[src/rtl/program_loader.sv]
`default_nettype none
// ============================================================================
//  Module      : program_loader
//  Description : Byte-serial program loader and instruction store for the
//                8-bit CPU. A length-prefixed byte stream (header N, then
//                three bytes per instruction) arrives over a valid/ready
//                handshake. Every three bytes are packed into one 20-bit
//                instruction and written into a small program store, which
//                the control unit reads through a combinational fetch port.
//  Revision    : 1.0  - initial release
// ----------------------------------------------------------------------------
//  Ports
//    clk            in   1        single clock, rising edge
//    rst            in   1        asynchronous, active-high reset
//    i_start        in   1        pulse: clear store, begin a load session
//    i_byte_in      in   8        stream byte
//    i_byte_valid   in   1        i_byte_in is valid
//    o_byte_ready   out  1        loader accepts a byte this cycle
//    i_fetch_addr   in   4        control-unit fetch address (PC)
//    o_fetch_instr  out  INSTR_W  store[i_fetch_addr], 0 when out of range
//    o_prog_ready   out  1        program fully loaded
//    o_instr_count  out  4        instructions written so far
//    o_load_error   out  1        session aborted on a framing error
//  Instruction layout: {opcode[19:16], operand1[15:8], operand2[7:0]}
//    byte 0 -> [7:0], byte 1 -> [15:8], byte 2[3:0] -> [19:16]
//    byte 2[7:4] must be zero.
// ============================================================================
module program_loader #(
   parameter int NUM_INSTR = 8,   // store depth, at most 15
   parameter int INSTR_W   = 20   // instruction width, layout assumes 20
) (
   input  logic               clk,
   input  logic               rst,
   input  logic               i_start,
   input  logic [7:0]         i_byte_in,
   input  logic               i_byte_valid,
   output logic               o_byte_ready,
   input  logic [3:0]         i_fetch_addr,
   output logic [INSTR_W-1:0] o_fetch_instr,
   output logic               o_prog_ready,
   output logic [3:0]         o_instr_count,
   output logic               o_load_error
);

   typedef enum logic [3:0] {
      S_IDLE   = 4'd0,
      S_CLEAR  = 4'd1,
      S_HEADER = 4'd2,
      S_B0     = 4'd3,
      S_B1     = 4'd4,
      S_B2     = 4'd5,
      S_WRITE  = 4'd6,
      S_DONE   = 4'd7,
      S_ERROR  = 4'd8
   } state_t;

   localparam logic [7:0] c_max_n = 8'(NUM_INSTR);

   state_t             r_state;
   logic               r_byte_ready;
   logic               r_prog_ready;
   logic               r_load_error;
   logic [3:0]         r_count;
   logic [3:0]         r_n;
   logic [INSTR_W-1:0] r_asm;
   logic [INSTR_W-1:0] r_store [NUM_INSTR];

   logic               w_xfer;
   logic [3:0]         w_count_next;
   logic [INSTR_W-1:0] w_fetch_instr;

   assign w_xfer       = i_byte_valid & r_byte_ready;
   assign w_count_next = r_count + 4'd1;

   // ------------------------------------------------------------------------
   // Control FSM, assembly register and program store.
   // byte_ready is registered: it is set on the same edge that enters
   // HEADER/B0/B1/B2, so it is a pure function of the current state.
   // The store and status are cleared on the edge that samples i_start,
   // so the whole CLEAR cycle already shows an empty store.
   // ------------------------------------------------------------------------
   always_ff @(posedge clk or posedge rst) begin
      if (rst) begin
         r_state      <= S_IDLE;
         r_byte_ready <= 1'b0;
         r_prog_ready <= 1'b0;
         r_load_error <= 1'b0;
         r_count      <= 4'd0;
         r_n          <= 4'd0;
         r_asm        <= '0;
         for (int i = 0; i < NUM_INSTR; i++) begin
            r_store[i] <= '0;
         end
      end else if (i_start) begin
         // Start wins in every state; a byte offered now is dropped because
         // the transfer is never acted upon in this branch.
         r_state      <= S_CLEAR;
         r_byte_ready <= 1'b0;
         r_prog_ready <= 1'b0;
         r_load_error <= 1'b0;
         r_count      <= 4'd0;
         r_n          <= 4'd0;
         r_asm        <= '0;
         for (int i = 0; i < NUM_INSTR; i++) begin
            r_store[i] <= '0;
         end
      end else begin
         case (r_state)
            S_IDLE: begin
               r_byte_ready <= 1'b0;
            end

            S_CLEAR: begin
               r_state      <= S_HEADER;
               r_byte_ready <= 1'b1;
            end

            S_HEADER: begin
               if (w_xfer) begin
                  if ((i_byte_in == 8'd0) || (i_byte_in > c_max_n)) begin
                     r_state      <= S_ERROR;
                     r_byte_ready <= 1'b0;
                     r_load_error <= 1'b1;
                  end else begin
                     // Range check above guarantees N fits in 4 bits.
                     r_n     <= i_byte_in[3:0];
                     r_state <= S_B0;
                  end
               end
            end

            S_B0: begin
               if (w_xfer) begin
                  r_asm[7:0] <= i_byte_in;
                  r_state    <= S_B1;
               end
            end

            S_B1: begin
               if (w_xfer) begin
                  r_asm[15:8] <= i_byte_in;
                  r_state     <= S_B2;
               end
            end

            S_B2: begin
               if (w_xfer) begin
                  r_byte_ready <= 1'b0;
                  if (i_byte_in[7:4] != 4'd0) begin
                     r_state      <= S_ERROR;
                     r_load_error <= 1'b1;
                  end else begin
                     r_asm[19:16] <= i_byte_in[3:0];
                     r_state      <= S_WRITE;
                  end
               end
            end

            S_WRITE: begin
               // r_count < N <= NUM_INSTR here, so the write never wraps.
               for (int i = 0; i < NUM_INSTR; i++) begin
                  if (r_count == 4'(i)) begin
                     r_store[i] <= r_asm;
                  end
               end
               r_count <= w_count_next;
               if (w_count_next == r_n) begin
                  r_state      <= S_DONE;
                  r_byte_ready <= 1'b0;
                  r_prog_ready <= 1'b1;
               end else begin
                  r_state      <= S_B0;
                  r_byte_ready <= 1'b1;
               end
            end

            S_DONE: begin
               r_byte_ready <= 1'b0;
            end

            S_ERROR: begin
               r_byte_ready <= 1'b0;
               r_prog_ready <= 1'b0;
            end

            default: begin
               r_state      <= S_IDLE;
               r_byte_ready <= 1'b0;
            end
         endcase
      end
   end

   // ------------------------------------------------------------------------
   // Combinational fetch port; addresses beyond the store read as zero.
   // ------------------------------------------------------------------------
   always_comb begin
      w_fetch_instr = '0;
      for (int i = 0; i < NUM_INSTR; i++) begin
         if (i_fetch_addr == 4'(i)) begin
            w_fetch_instr = r_store[i];
         end
      end
   end

   assign o_byte_ready  = r_byte_ready;
   assign o_fetch_instr = w_fetch_instr;
   assign o_prog_ready  = r_prog_ready;
   assign o_instr_count = r_count;
   assign o_load_error  = r_load_error;

endmodule
`default_nettype wire

[config.mk]
export PLATFORM = sky130hd
export DESIGN_NAME = program_loader
export DESIGN_NICKNAME = d
export VERILOG_FILES = /design/src/rtl/program_loader.sv
export SDC_FILE = /design/constraint.sdc
export NUM_CORES = 1
export LEC_CHECK = 0
export ABC_AREA = 0
export BUFFER_PORTS_ARGS = -buffer_cell sky130_fd_sc_hd__buf_2
export CAP_MARGIN = 20
export CORE_ASPECT_RATIO = 1.2
export CORE_MARGIN = 2
export CORE_UTILIZATION = 56
export CTS_CLUSTER_DIAMETER = 120
export DETAILED_ROUTE_END_ITERATION = 6
export PLACE_DENSITY = 0.83
export SETUP_SLACK_MARGIN = 0.02
export SKIP_LAST_GASP = 1
export SYNTH_ARGS = -nofsm -noshare
export SYNTH_HDL_FRONTEND = slang
export SYNTH_SLANG_ARGS = --single-unit
[constraint.sdc]
create_clock -name clk -period 5.1 [get_ports clk]
set_input_delay 0.255 -clock clk [delete_from_list [all_inputs] [get_ports clk]]
set_output_delay 0.255 -clock clk [all_outputs]
set_load 0.01 [all_outputs]
==> summary.md, run 1 <==
| Metric | Value |
|---|---|
| Status | `completed` |
| Routability cong. | `0.849` |
| CTS H-Tree Depth | `4` |
| Startpoint class of the critical path | `primary input` |
| Number of max-slew violations in the final report | `0` |
| Ports | `43` |
| Final Skew | `9.51 ps` |
| Switching power | `829 µW` |
| Synthesized area per cell | `10.5 µm²` |
| Final hold violations | `0` |
| YS warnings | `0` |
| Internal Power | `2.51 mW` |
| Peak VDD IR | `0.000266 V` |
| Via count | `6964` |
| Register area share after synthesis | `50.5%` |
| Post-synth top flop | `dfrtp_1` |
| Sw Ratio | `24.8%` |
| Drt wl/cell | `20.4 µm` |
| Synth Area in Simple Gates | `15.6%` |
| Die height | `148 µm` |
| Tot Pwr | `3.34 mW` |
| Worst Setup Path Type | `primary input to primary output` |
| Flop and latch count out of synthesis | `195` |
| Post-synthesis mux area share | `21.7%` |
| # fillers | `1268` |
| Buffers & Inverters on Critical Path | `3` |
| Most used cell, CP | `buf_2` |
| Mapped Nets | `938` |
| Worst Path Required | `4850 ps` |
| DRT iter0 DRCs | `889` |
| Post-synth EDFFs | `0` |
| Lkg Pwr | `4.49 nW` |
| TritonCTS clock tree | `yes` |
| Post-cts gate resize count | `0` |
| Top-count cell post-synth | `dfrtp_1` |
| Final period utilization | `54.8%` |
| Clk pin slew, worst setup/hold paths | `70 ps` |
| Crit path depth | `6` |
| Slowest-stage cell, CP | `buf_2` |
| RSZ-0062 raised after global routing | `no` |
| Layout cell share with drive strength beyond 1 | `14.9%` |
| Die footprint | `0.0183 mm²` |
| First-pass GRT wire length | `37.0 mm` |
| Sequential cell area | `0.00488 mm²` |
| Die width | `124 µm` |
| All-Layer GR Usage | `26.6%` |
| Synth cell types | `51` |
| Critical path cell sequence | `buf_2 -> buf_4 -> mux4_2 -> mux2i_1 -> nor2_1 -> buf_2` |
| Logic pwr share | `7.8%` |
| Sequential share of power | `48.6%` |
| Synth top cells by count | `195 x dfrtp_1, 168 x nand2_1, 126 x nor2_1` |
| Peak Freq | `0.358 GHz` |
| Root buffer cell | `clkbuf_16` |
| Final setup fails | `0` |
| Final worst path period need | `2800 ps` |
| DR vias/cell | `6.16` |
| Clk pwr share | `43.6%` |
| Total CTS buffers | `17` |
| Top cell type by total area after synthesis | `dfrtp_1` |
| Reg2reg start | `r_state[0]$_DFFE_PP0P_` |
| CP Max Fanout | `28` |
| Hold Path Class | `primary input to asynchronous set/reset pin` |
| CP peak stage delay | `780 ps` |
| Antenna viol nets, final | `0` |
| Initial antenna violation count | `0` |
| Area growth, synth to finish | `8.80%` |
| Pin count of the biggest net entering global routing | `196` |
| Multi-input logic area | `0.00434 mm²` |
| CTS Buffer Depth | `2` |
| Asr flop ratio synth | `100%` |
| WP data arrival | `2540 ps` |
| Drt pass-1 iters | `6` |
| Syn Inst Count | `918` |
| Vias in the first global route | `6861` |
| Max cap viols | `0` |
| Least-Margin Pin Slew | `1120 ps` |
| Ranking of synthesized cells by area | `dfrtp_1 51%, mux2i_1 12%, mux4_2 9.1%, nand2_1 6.5%, nor2_1 4.9%` |
| Core ar. | `0.0169 mm²` |
| Row cnt | `52` |
| Nets@finish | `922` |
| Initial core utilization | `57.3%` |
| Setup TNS | `0 ps` |
| Buffers on Ports | `42` |
| Area share of the largest cell type after synthesis | `50.5%` |
| Largest delay contributor family on the critical path | `buffers and inverters` |
| Gr ovfl total | `0` |
| # DRC | `0` |
| Synth Area in Compound Gates | `6.30%` |
| Synth Area in Adders | `0.518%` |
| PD cells | `318 mW/mm²` |
| Crit path capture type | `primary output` |
| DP HPWL | `13.2 mm` |
| Diode count | `0` |
| Postcts setup bufs | `0` |
| XOR/XNOR Fraction of Synth Area | `0.881%` |
| Hold_buf cts | `0` |
| Post-synthesis instance area | `0.00966 mm²` |
| Largest family of logic cells by synthesized area | `multiplexers` |
| Clock Latency Late Sink | `440 ps` |
| Clk sinks | `195` |
| Worst rel slew slack | `25.3%` |
| Reg2Reg Setup Slack | `2340 ps` |
| RR Endpoint | `r_store[123]$_DFFE_PP0P_` |
| WL final | `23.0 mm` |
| R2R depth | `5` |
[power by group through the flow]
stage                     registers (mW)  logic [mW]  clock network (mW)
after floorplan                     1.61       0.233                   0
after global placement              1.65       0.259                   0
after detailed placement            1.65       0.260                   0
after CTS                           1.62       0.262                1.47
after global routing                1.63       0.285                1.53
final                               1.62       0.261                1.46
[per-layer routing]
| layer | global-route usage [%] | vias up | routed length [µm] |
|---|---|---|---|
| met5 | 0 | - | 0 |
| met4 | 11.1 | 0 | 597 |
| met3 | 4.48 | 45 | 1380 |
| met2 | 42.4 | 309 | 11600 |
| met1 | 36.3 | 3508 | 9400 |
| li1 | - | 3102 | - |
[cell type report]
class	instances	share of cell area, %
clock inverters	13	1.86
clock buffers	19	4.31
repair buffers	53	3.16
well taps	216	2.57
flip-flops and latches	195	46.5
multi-input cells	626	41.3
inverters	9	0.357
[worst max path at each step]
stage                         start                       end  slack [ps]
floorplan                       rst  o_byte_ready$_DFFE_PP0P_        2330
global placement    i_fetch_addr[0]          o_fetch_instr[3]        2380
detailed placement  i_fetch_addr[0]         o_fetch_instr[10]        2330
CTS                 i_fetch_addr[0]          o_fetch_instr[1]        2260
global route        i_fetch_addr[0]          o_fetch_instr[1]        2120
finish              i_fetch_addr[0]          o_fetch_instr[1]        2300
[registers in the layout, indices dropped and copies added (netlist names)]
signal / flops
o_load_error: 1
o_prog_ready: 1
o_byte_ready: 1
r_n: 4
o_instr_count: 4
r_store: 160
r_state: 4
r_asm: 20
[stage by stage]
step	instances	area, µm²	util [%]	setup WS (ps)	hold slack, ps
4_1_cts	1130	10500	62.2	2260	147
6_report	1131	10500	62.3	2300	55.5
3_5_place_dp	1098	9830	58.3	2330	507
5_1_grt	1131	10500	62.3	2120	170
2_1_floorplan	918	9660	-	2330	397
3_3_place_gp	1098	9830	58.3	2380	496
[worst reg2reg max path, stage by stage (launching register included)]
cell	delay, ps
dfrtp_1	550
and4bb_2	590
and4bb_1	780
buf_4	400
mux2i_1	240
nor2_1	60
[placed cells by master (no fill, tap or decap), types with 3 or more instances in the layout]
cell	count
xor2_1	3
mux2i_1	120
buf_4	9
a21oi_1	90
and4b_1	4
and4bb_1	3
buf_2	41
nand4b_1	4
ha_1	4
clkbuf_16	17
inv_1	8
xnor2_1	4
bufinv_16	4
a31oi_1	3
o21ai_0	6
nand3_1	12
nor2_1	126
clkinvlp_4	3
inv_6	3
nand2_1	168
mux4_2	39
dfrtp_1	195
[logic make-up after synthesis]
| family | Yosys count |
|---|---|
| AOI/OAI and AO/OA | 112 |
| xor gates and xnor gates | 8 |
| adders and majority gates | 4 |
| buffers and inverters | 97 |
| DFF | 195 |
| muxes | 160 |
| and+or+nand+nor | 342 |
No activity file was read; power rests on OpenSTA's default activity.
==> inputs of run 2 (changes only) <==
Clock period 5.1 ns to 2.5 ns, I/O delays scaled along.
==> summary.md, run 2 (same netlist as run 1, synthesis figures left out) <==
| Metric | Value |
|---|---|
| Commonest non-fill, non-tap cell in the layout | `dfrtp_1` |
| Tot Pwr | `6.79 mW (+100%)` |
| Clk sinks | `195 (unchanged)` |
| Final Non-Filler Cells | `1148 (+1.5%)` |
| Diode count | `0 (unchanged)` |
| Clock Latency Late Sink | `440 ps (about the same)` |
| Finished Cell Area | `0.0107 mm² (+1.8%)` |
| Clk pin slew, worst setup/hold paths | `70 ps (about the same)` |
| Final hold violations | `0 (unchanged)` |
| Area growth, synth to finish | `10.8%` |
| Buffers on Ports | `42 (unchanged)` |
| First-pass GRT wire length | `37.7 mm (+1.9%)` |
| Antenna viol nets, final | `0 (unchanged)` |
| Reg2Reg Setup Slack | `310 ps (-2030 ps)` |
| Drt wl/cell | `20.7 µm (+1.6%)` |
| Slowest-stage cell, CP | `dfrtp_1` |
| DR vias/cell | `6.15 (about the same)` |
| CP Max Fanout | `18 (-36%)` |
| # DRC | `0 (unchanged)` |
| Max reg flops | `160 (unchanged)` |
| WHS | `25.7 ps (-29.8 ps)` |
| Worst Setup Path Type | `flip-flop to flip-flop` |
| Initial antenna violation count | `0 (unchanged)` |
| Setup TNS | `0 ps (unchanged)` |
| Drt pass-1 iters | `5 (-1)` |
| Final worst path period need | `2190 ps` |
| Pin count of the biggest net entering global routing | `129 (-34%)` |
| Final period utilization | `87.6%` |
| CTS H-Tree Depth | `4 (unchanged)` |
| CTS Buffer Depth | `2 (unchanged)` |
| CP peak stage delay | `630 ps (-150 ps)` |
| DRT iter0 DRCs | `671 (-25%)` |
| Buffers & Inverters on Critical Path | `1 (-2)` |
| Peak Freq | `0.456 GHz` |
| Largest regs | `r_store (160), r_asm (20)` |
| Ports | `43 (unchanged)` |
| PD cells | `635 mW/mm² (+100%)` |
| Hold Path Class | `primary input to flip-flop` |
| Crit path capture type | `flip-flop` |
| Largest delay contributor family on the critical path | `simple AND/OR/NAND/NOR gates` |
| Nets@finish | `940 (+2.0%)` |
| Critical path cell sequence | `and4bb_2 -> and4bb_1 -> buf_4 -> mux2i_1 -> nor2_1` |
| Least-Margin Pin Slew | `759 ps (-361 ps)` |
| Sequential cell area | `0.00488 mm² (unchanged)` |
| Final setup fails | `0 (unchanged)` |
| Pre-CTS setup slack | `398 ps (-1930 ps)` |
| Worst Path Required | `2800 ps (-2050 ps)` |
| Peak VDD IR | `0.000490 V (+84%)` |
| Status | `completed` |
| Vias in the first global route | `7163 (+4.4%)` |
| Largest Register | `r_store` |
| Multi-input logic area | `0.00434 mm² (unchanged)` |
| All-Layer GR Usage | `27.3% (+0.70 points)` |
| Die height | `148 µm (unchanged)` |
| Placed cell count | `1116 (+1.6%)` |
| Fin util | `63.5% (+1.1 points)` |
| Via count | `7065 (+1.5%)` |
| Core ar. | `0.0169 mm² (unchanged)` |
| Die footprint | `0.0183 mm² (unchanged)` |
| Placed cell area | `0.0101 mm² (+2.3%)` |
| RSZ-0062 raised after global routing | `no` |
| Gr ovfl total | `0 (unchanged)` |
| Initial core utilization | `57.3% (unchanged)` |
| Total CTS buffers | `17 (unchanged)` |
| Final WS setup | `309 ps (-1990 ps)` |
| Worst rel slew slack | `49.4% (+24 points)` |
| DP HPWL | `14.5 mm (+9.6%)` |
| Layout cell share with drive strength beyond 1 | `16.2% (+1.3 points)` |
| Startpoint class of the critical path | `flip-flop` |
| WP data arrival | `2490 ps (-50 ps)` |
| Final Skew | `7.73 ps (-1.78 ps)` |
| Routability cong. | `0.806 (-5.0%)` |
| Root buffer cell | `clkbuf_16` |
| WL final | `23.7 mm (+3.1%)` |
| Max cap viols | `0 (unchanged)` |
| Number of max-slew violations in the final report | `0 (unchanged)` |
| Lkg Pwr | `4.58 nW (+2.1%)` |
| Row cnt | `52 (unchanged)` |
| Most frequent cells in the layout | `195 x dfrtp_1, 168 x nand2_1, 126 x nor2_1, 120 x mux2i_1, 90 x a21oi_1` |
| # fillers | `1279 (+0.87%)` |
| TritonCTS clock tree | `yes` |
| Die width | `124 µm (unchanged)` |
-- run 2: cell count changes in the layout (fill, tap and decap cells not counted), sizes merged --
cell,change
buf,+17
clkinv,-1
inv,-3
dlygate4sd3,+1
clkinvlp,+2
clkbuf,+1
-- run 2: layer usage --
metal	vias up	GRT usage (%)	wire, µm
li1	3139	-	-
met1	3568	34.3	9280
met2	272	43.8	12000
met3	86	6.98	1400
met4	0	13.7	1060
met5	-	0	0
-- run 2: final cells by class --
cell class / count / share of cell area [%]
inverters: 9 / 0.351
clock buffers: 20 / 4.27
multi-input cells: 626 / 40.6
well taps: 216 / 2.53
clock inverters: 11 / 1.65
flip-flops and latches: 195 / 45.6
repair buffers: 71 / 5.02
-- run 2: path summary, 6_finish.rpt --
check	cells after the start	end	startpoint
setup reg to reg	5	r_store[136]$_DFFE_PP0P_	r_state[2]$_DFFE_PP0P_
setup / recovery	5	r_store[136]$_DFFE_PP0P_	r_state[2]$_DFFE_PP0P_
hold reg to reg	2	o_load_error$_DFFE_PP0P_	o_load_error$_DFFE_PP0P_
max in group asynchronous	4	r_store[96]$_DFFE_PP0P_	rst
hold / removal	3	r_n[0]$_DFFE_PP0P_	i_byte_in[0]
min in group asynchronous	3	r_store[68]$_DFFE_PP0P_	rst
-- run 2: repair_timing --
item                                    CTS  global route
endpoints found under the setup margin    0             0
gates resized for setup                   0             0
endpoints found under the hold margin    19             0
setup buffers                             0             0
hold buffers                              1             0
-- run 2: worst register-to-register path, cell delays in order (launching register included) --
cell and delay, ps:
dfrtp_1 630, and4bb_2 540, and4bb_1 290, buf_4 280, mux2i_1 250, nor2_1 70
-- run 2: report_power, final --
part           total (mW)  leakage (nW)  switching [mW]  internal (mW)
Combinational       0.548          1.57           0.347          0.201
Clock                2.93         0.295            1.20           1.73
Sequential           3.31          2.72           0.120           3.19
==> inputs of run 3 (changes only) <==
Settings changed: CELL_PAD_IN_SITES_DETAIL_PLACEMENT set to 0, CELL_PAD_IN_SITES_GLOBAL_PLACEMENT set to 1, CORE_UTILIZATION 56 to 45, PLACE_DENSITY 0.83 to 0.84.
==> summary.md, run 3 (same netlist as run 1, synthesis figures left out) <==
| Metric | Value |
|---|---|
| DRT iter0 DRCs | `539 (-20%)` |
| CTS H-Tree Depth | `4 (unchanged)` |
| Status | `completed` |
| Worst rel slew slack | `40.9% (-8.5 points)` |
| Routability cong. | `0.796 (-1.3%)` |
| Antenna viol nets, final | `0 (unchanged)` |
| Worst Setup Path Type | `flip-flop to flip-flop` |
| Via count | `6821 (-3.5%)` |
| Total CTS buffers | `17 (unchanged)` |
| Number of max-slew violations in the final report | `0 (unchanged)` |
| Buffers & Inverters on Critical Path | `1 (unchanged)` |
| Critical path cell sequence | `and4bb_2 -> and4bb_2 -> buf_12 -> mux2i_1 -> nor2_1` |
| Row cnt | `58 (+12%)` |
| Fin util | `51.3% (-12 points)` |
| DR vias/cell | `5.64 (-8.4%)` |
| DP HPWL | `15.2 mm (+4.9%)` |
| Layout cell share with drive strength beyond 1 | `16.4% (+0.18 points)` |
| Hold Path Class | `primary input to flip-flop` |
| Postcts setup bufs | `0 (unchanged)` |
| Vias in the first global route | `6877 (-4.0%)` |
| # fillers | `1880 (+47%)` |
| Drt wl/cell | `19.3 µm (-6.5%)` |
| Initial antenna violation count | `0 (unchanged)` |
| Final WS setup | `430 ps (+121 ps)` |
| Most used cell, CP | `and4bb_2` |
| Tot Pwr | `6.57 mW (-3.1%)` |
| CP Max Fanout | `20 (+2)` |
| Slowest-stage cell, CP | `dfrtp_1` |
| Post-cts gate resize count | `0 (unchanged)` |
| Die width | `138 µm (+11%)` |
| # DRC | `0 (unchanged)` |
| Clk sinks | `195 (unchanged)` |
| Largest delay contributor family on the critical path | `simple AND/OR/NAND/NOR gates` |
| Pre-CTS setup slack | `475 ps (+76.4 ps)` |
| Area growth, synth to finish | `11.8%` |
| Final Skew | `6.88 ps (-0.852 ps)` |
| Final period utilization | `82.8% (-4.9 points)` |
| Peak Freq | `0.483 GHz (+5.9%)` |
| Largest Register | `r_store` |
| Worst Path Required | `2790 ps (about the same)` |
| Final worst path period need | `2070 ps (-121 ps)` |
| Buffers on Ports | `42 (unchanged)` |
| Pin count of the biggest net entering global routing | `142 (+10%)` |
| Lkg Pwr | `4.61 nW (+0.50%)` |
| Clk pin slew, worst setup/hold paths | `70 ps (about the same)` |
| Diode count | `0 (unchanged)` |
| WL final | `23.4 mm (-1.5%)` |
| Commonest non-fill, non-tap cell in the layout | `dfrtp_1` |
| Most frequent cells in the layout | `195 x dfrtp_1, 168 x nand2_1, 126 x nor2_1, 120 x mux2i_1, 90 x a21oi_1` |
| Die footprint | `0.0226 mm² (+24%)` |
| Final hold violations | `0 (unchanged)` |
| Gr ovfl total | `0 (unchanged)` |
| Least-Margin Pin Slew | `885 ps (+126 ps)` |
| Final Non-Filler Cells | `1210 (+5.4%)` |
| Startpoint class of the critical path | `flip-flop` |
| Nets@finish | `948 (+0.85%)` |
| First-pass GRT wire length | `38.0 mm (+0.75%)` |
| RSZ-0062 raised after global routing | `no` |
| Clock Latency Late Sink | `430 ps (about the same)` |
| PD cells | `609 mW/mm² (-4.0%)` |
| Crit path capture type | `flip-flop` |
| CTS Buffer Depth | `2 (unchanged)` |
| Die height | `164 µm (+11%)` |
| Final setup fails | `0 (unchanged)` |
| Max cap viols | `0 (unchanged)` |
| Root buffer cell | `clkbuf_16` |
| All-Layer GR Usage | `22.2% (-5.1 points)` |
| WP data arrival | `2360 ps (-130 ps)` |
| Ports | `43 (unchanged)` |
| Peak VDD IR | `0.000510 V (+4.0%)` |
| Largest regs | `r_store (160), r_asm (20)` |
| CP peak stage delay | `590 ps (-40 ps)` |
| TritonCTS clock tree | `yes` |
| Initial core utilization | `45.9% (-11 points)` |
| Placed cell count | `1176 (+5.4%)` |
| Drt pass-1 iters | `5 (unchanged)` |
| Max reg flops | `160 (unchanged)` |
| Core ar. | `0.0210 mm² (+25%)` |
==> run 3: cell types whose count changed in the layout (fill, tap and decap cells not counted), sizes merged <==
cell,previous run,this run
buf,70,76
clkbuf,20,23
bufinv,4,2
clkinvlp,5,3
dlygate4sd3,1,3
clkinv,2,3
==> run 3: metrics by stage <==
step | setup TNS (ps) | area, µm² | hold slack (ps)
floorplan | -27960 | 9660 | 267
global placement | 0 | 10200 | 347
detailed placement | 0 | 10200 | 347
CTS | 0 | 10800 | 0.548
global route | 0 | 10800 | 32.5
finish | 0 | 10800 | 6.70
==> run 3: power by group <==
group / internal [mW] / switching, mW / leakage [nW]
logic: 0.228 / 0.384 / 1.61
registers: 3.19 / 0.0924 / 2.72
clock network: 1.52 / 1.16 / 0.274
==> run 3: final cells by class <==
class | count | area, µm² | share of cell area, %
clock buffer | 23 | 468 | 4.34
timing repair buffer | 79 | 627 | 5.81
tap | 270 | 338 | 3.13
clock inverter | 8 | 103 | 0.951
inverter | 9 | 37.5 | 0.348
sequential | 195 | 4880 | 45.2
multi-input combinational | 626 | 4340 | 40.2
==> run 3: metal layers <==
metal	part of all wire (%)	global-route usage, %	vias to the layer above
li1	-	-	3149
met1	43	29.2	3500
met2	51	37.4	141
met3	3.8	4.24	31
met4	1.8	6.59	0
met5	0	0	-
==> run 3: path summary, 6_finish.rpt <==
kind | start | end | slack [ps] | cells after the start
hold / removal | i_byte_in[6] | r_asm[14]$_DFFE_PP0P_ | 7 | 3
max in group asynchronous | rst | r_store[155]$_DFFE_PP0P_ | 1240 | 4
setup reg to reg | r_state[1]$_DFFE_PP0P_ | r_store[154]$_DFFE_PP0P_ | 430 | 5
hold reg to reg | r_store[81]$_DFFE_PP0P_ | r_store[81]$_DFFE_PP0P_ | 520 | 2
min in group asynchronous | rst | r_store[18]$_DFFE_PP0P_ | 420 | 3
setup / recovery | r_state[1]$_DFFE_PP0P_ | r_store[154]$_DFFE_PP0P_ | 430 | 5
==> run 3: tightest hold or removal path, cell delays in order <==
cell	delay, ps
buf_2	110
mux2i_1	70
nor2_1	80
==> run 3: what timing repair did <==
item	in CTS	in global routing
hold endpoints to repair	32	0
hold buffers	3	0
endpoints found under the setup margin	0	0
